==> src/rtl/irq_controller_pkg.sv <==
// Shared definitions for the memory-mapped interrupt controller: window base,
// register byte offsets and the word-offset decode enum.
package irq_controller_pkg;

    localparam logic [31:0] IrqBase  = 32'h0000_0900;

    localparam logic [4:0]  IrqPend  = 5'h00;
    localparam logic [4:0]  IrqMask  = 5'h04;
    localparam logic [4:0]  IrqEdge  = 5'h08;
    localparam logic [4:0]  IrqStat  = 5'h0C;
    localparam logic [4:0]  IrqSwset = 5'h10;

    // Word offset within the window, i.e. addr[4:2].
    typedef enum logic [2:0] {
        OffPend  = IrqPend[4:2],
        OffMask  = IrqMask[4:2],
        OffEdge  = IrqEdge[4:2],
        OffStat  = IrqStat[4:2],
        OffSwset = IrqSwset[4:2]
    } irq_off_e;

endpackage

==> src/rtl/irq_controller_sync_edge.sv <==
// Per-source synchroniser chain with a one-cycle delayed copy of its output
// for rising-edge detection.
module irq_controller_sync_edge #(
    parameter int unsigned SYNC_STAGES = 2
) (
    input  logic clk_i,
    input  logic rst_ni,
    input  logic a_i,
    output logic level_o,
    output logic rise_o
);

    logic [SYNC_STAGES-1:0] sync_q;
    logic                   level_dly_q;

    always_ff @(posedge clk_i or negedge rst_ni) begin
        if (!rst_ni) begin
            sync_q      <= '0;
            level_dly_q <= 1'b0;
        end else begin
            sync_q      <= {sync_q[SYNC_STAGES-2:0], a_i};
            level_dly_q <= sync_q[SYNC_STAGES-1];
        end
    end

    assign level_o = sync_q[SYNC_STAGES-1];
    assign rise_o  = sync_q[SYNC_STAGES-1] & ~level_dly_q;

endmodule

==> src/rtl/irq_controller.sv <==
// Memory-mapped interrupt controller: synchronises requests, latches them into
// PEND, masks them and drives a registered interrupt vector to the core.
module irq_controller
    import irq_controller_pkg::*;
#(
    parameter int unsigned N_SRC       = 5,
    parameter logic [31:0] BASE_ADDR   = IrqBase,
    parameter int unsigned SYNC_STAGES = 2
) (
    input  logic             clk_i,
    input  logic             rst_ni,
    input  logic [N_SRC-1:0] irq_src_i,
    input  logic [31:0]      addr_i,
    input  logic [31:0]      wd_i,
    input  logic             we_i,
    output logic             sel_o,
    output logic [31:0]      rd_o,
    output logic [N_SRC-1:0] int_o
);

    logic [N_SRC-1:0] level, rise;
    logic [N_SRC-1:0] pend_q, pend_d;
    logic [N_SRC-1:0] mask_q, mask_d;
    logic [N_SRC-1:0] edge_q, edge_d;
    logic [N_SRC-1:0] int_q;
    logic [N_SRC-1:0] clr, swset;
    logic             wr_en;
    logic             unused_bits;

    for (genvar i = 0; i < N_SRC; i++) begin : g_src
        irq_controller_sync_edge #(
            .SYNC_STAGES(SYNC_STAGES)
        ) u_sync (
            .clk_i  (clk_i),
            .rst_ni (rst_ni),
            .a_i    (irq_src_i[i]),
            .level_o(level[i]),
            .rise_o (rise[i])
        );
    end

    assign sel_o       = (addr_i[31:5] == BASE_ADDR[31:5]);
    assign wr_en       = we_i & sel_o;
    assign unused_bits = ^{addr_i[1:0], wd_i[31:N_SRC]};

    always_comb begin
        clr    = '0;
        swset  = '0;
        mask_d = mask_q;
        edge_d = edge_q;
        if (wr_en) begin
            case (addr_i[4:2])
                OffPend:  clr    = wd_i[N_SRC-1:0];
                OffMask:  mask_d = wd_i[N_SRC-1:0];
                OffEdge:  edge_d = wd_i[N_SRC-1:0];
                OffSwset: swset  = wd_i[N_SRC-1:0];
                default:  ;
            endcase
        end
        // Set terms are OR'd after the clear so a same-cycle request is never lost.
        pend_d = (edge_q & ((pend_q & ~clr) | rise | swset)) | (~edge_q & level);
    end

    always_ff @(posedge clk_i or negedge rst_ni) begin
        if (!rst_ni) begin
            pend_q <= '0;
            mask_q <= '0;
            edge_q <= '1;
            int_q  <= '0;
        end else begin
            pend_q <= pend_d;
            mask_q <= mask_d;
            edge_q <= edge_d;
            int_q  <= pend_q & mask_q;
        end
    end

    assign int_o = int_q;

    always_comb begin
        rd_o = '0;
        if (sel_o) begin
            case (addr_i[4:2])
                OffPend: rd_o[N_SRC-1:0] = pend_q;
                OffMask: rd_o[N_SRC-1:0] = mask_q;
                OffEdge: rd_o[N_SRC-1:0] = edge_q;
                OffStat: rd_o[N_SRC-1:0] = pend_q & mask_q;
                default: rd_o = '0;
            endcase
        end
    end

endmodule

==> config.mk <==
export PLATFORM = sky130hd
export DESIGN_NAME = irq_controller
export DESIGN_NICKNAME = d
export VERILOG_FILES = /design/src/rtl/irq_controller_pkg.sv /design/src/rtl/irq_controller_sync_edge.sv /design/src/rtl/irq_controller.sv
export SDC_FILE = /design/constraint.sdc
export NUM_CORES = 1
export LEC_CHECK = 0
export CAP_MARGIN = 15
export CORE_AREA = 2 2 70 72
export CTS_CLUSTER_SIZE = 28
export DETAILED_ROUTE_END_ITERATION = 16
export DIE_AREA = 0 0 72 74
export GPL_TIMING_DRIVEN = 0
export PLACE_DENSITY_LB_ADDON = 0.05
export SLEW_MARGIN = 40
export SYNTH_ARGS = -nofsm -noshare
export SYNTH_HDL_FRONTEND = slang
export SYNTH_SLANG_ARGS = --single-unit
export TNS_END_PERCENT = 10
==> constraint.sdc <==
create_clock -name clk_i -period 4.6 [get_ports clk_i]
set_input_delay 0.92 -clock clk_i [delete_from_list [all_inputs] [get_ports clk_i]]
set_output_delay 0.92 -clock clk_i [all_outputs]
set_load 0.05 [all_outputs]
==> impl_metrics.tcl <==
set metrics [dict create \
    syn_to_final_growth_pct 43.8 \
    fin_ws_ps 295 \
    postLayoutCoreUtil 0.552 \
    antenna_found_initial 0 \
    max_freq_mhz 232 \
    root_buffer "clkbuf_8" \
    synth_edf_count 0 \
    grt_pass1_vias 1375 \
    drive_above_1_share 0.281 \
    worstPathArrival_ps 3380 \
    cp-end-kind "primary output" \
    async_flop_share 1.00 \
    cp.depth 6 \
    slowest_stage "or4_4" \
    synth_top_area_cell "dfrtp_1" \
    diodes 0 \
    start_util 0.384 \
    grt_max_degree 26 \
    grt_pass1_wl_um 6650 \
    cp_num_buf_inv 2 \
    ys_ff_latch 35 \
    grt.total_usage 0.169 \
    layout_commonest_cell "clkdlybuf4s50_1" \
    core_area_sq_um 4600 \
    port-buffer-count 51 \
    hp-class "flip-flop to flip-flop" \
    holdPathStages 0 \
    drv_cap 0 \
    hold_end "g_src[1].u_sync.sync_q[1]$_DFF_PN0_" \
    fp.dieW_um 72 \
    yosysTopAreaCellShare 0.425 \
    finClkSkew_ps 6.72 \
    drv_slew 0 \
    fp.dieH_um 74 \
    rows 25 \
    cp_cell_sequence "clkdlybuf4s50_1, nor4_1, nand4_2, or4_4, a211oi_1, clkbuf_2" \
    cts_setup_buffers 0 \
    yosysSeqAreaShare 0.499 \
    die-area_sq_um 5330 \
    hold_start "g_src[1].u_sync.sync_q[0]$_DFF_PN0_" \
    tns_ps 0 \
    status "finished clean" \
    rsz0062_at_grt "no" \
    r2r_end "pend_q[4]$_DFF_PN0_" \
    crit_path_start_kind "input port" \
    path_clk_slew_ps 60 \
    post-place-ws_ps -241 \
    ioPinCount 110 \
    ys_top_cells_by_area "dfrtp_1 (42%), buf_4 (11%), dfstp_2 (7.4%)" \
    place_congestion 0.785 \
    fin_crit_sh 0.936 \
    critPathRequiredTime_ps 3680 \
    ys_warn_count 0 \
    vdd_ir_drop_max_v 0.000244 \
    numCtsBuffers 5 \
    nets 302 \
    critPathMaxStageDelay_ps 660 \
    synth_cells 145 \
    power.leakage_nw 1.18 \
    drc_errors 0 \
    cts_sinks 35 \
    r2r_cells 2 \
    tightest_slew_ps 520 \
    syn-mean-instance-area_sq_um 12.2 \
    finalSetupViolCount 0 \
    synth_ff_type "dfrtp_1" \
    final_hold_viol_count 0 \
    power_density_nw_per_um2 275 \
    reg2reg_slack_ps 3550 \
    drt_iter0_markers 28 \
    hold_ws_ps 354 \
    cp_max_fo 5 \
    path_delay_family "simple AND/OR/NAND/NOR gates" \
    clock_path_buffers 2 \
    slew-limit-headroom 0.652 \
    via_per_inst 4.91 \
    htreeDepth 2 \
    p_total_mw 0.700 \
    grt-ovfl-total 0 \
    synth_area_sq_um 1770 \
    dp_hpwl_um 3280 \
    cts_tree "done" \
    antenna_violating_nets_post_route 0 \
    r2r_start "edge_q[4]$_DFFE_PN1P_" \
    firstDrtPassIters 4 \
    ys_types 34 \
    clkLatencyLatePin_ps 280 \
    vias 1398 \
    final_cell_mix "clkdlybuf4s50_1 (45), dfrtp_1 (30), buf_4 (27), conb_1 (27)" \
    path_class "input port to primary output" \
    fill_cells 401 \
    min_period_ps 4300 \
    wl_per_cell_um 14.9 \
    routed_wl_um 4260 \
]
[metrics by stage]
stage	cell area, sq um	instances
floorplan	1860	171
global placement	2440	276
detailed placement	2460	277
CTS	2560	285
global route	2540	285
finish	2540	285
[layout make-up]
| type | instances | area, sq um | share of cell area |
|---|---|---|---|
| Timing Repair Buffer | 52 | 508 | 0.200 |
| Buffer | 30 | 215 | 0.0847 |
| Multi-Input combinational cell | 105 | 763 | 0.300 |
| Inverter | 1 | 3.75 | 0.00148 |
| Tap cell | 54 | 67.6 | 0.0266 |
| Clock buffer | 8 | 100 | 0.0394 |
| Sequential cell | 35 | 882 | 0.347 |
[layer usage]
layer | part of all wire | up-vias | GRT usage
met3 | 0.10 | 9 | 0.0542
met4 | 0.022 | 0 | 0.0943
met2 | 0.48 | 80 | 0.288
met5 | 0 | - | 0
li1 | - | 653 | -
met1 | 0.39 | 656 | 0.189
[worst max path at each step]
stage	startpoint	to	slack (ps)
after floorplan	addr_i[17]	rd_o[0]	300
after global placement	addr_i[10]	rd_o[2]	-170
after detailed placement	addr_i[14]	rd_o[2]	-240
after CTS	addr_i[14]	rd_o[2]	30
after global routing	addr_i[14]	rd_o[2]	60
final	addr_i[14]	rd_o[2]	300
[cell usage after synthesis (all sizes together) (3+ instances only)]
| master | number |
|---|---|
| dfrtp | 30 |
| nor4 | 5 |
| buf | 28 |
| dfstp | 5 |
| a211oi | 5 |
| o21a | 5 |
| o21ai | 5 |
| a31oi | 5 |
| o22ai | 5 |
| and2 | 5 |
| mux2i | 5 |
| a21boi | 5 |
| a211o | 5 |
| or4 | 3 |
| mux2 | 10 |
[power by group]
part	switching, mW	internal, mW
clock network	0.101	0.136
registers	0.00612	0.318
logic	0.0782	0.0601
total	0.185	0.514
[registers in the layout (all words and copies together), names as in the netlist]
signal,cells
g_src.u_sync.sync_q,10
mask_q,5
pend_q,5
g_src.u_sync.level_dly_q,5
int_o,5
edge_q,5
[logic make-up after synthesis]
family | share of synthesized area
muxes | 0.0921
buffers and inverters | 0.124
other | 0.00212
DFF | 0.499
and+or+nand+nor | 0.144
AOI/OAI and AO/OA | 0.138
[what timing repair did]
item                       CTS  global route
setup endpoints to repair    5             5
hold buffers                 0             0
gates resized for setup      5            15
Note: power is estimated with default switching activity, not from simulation.
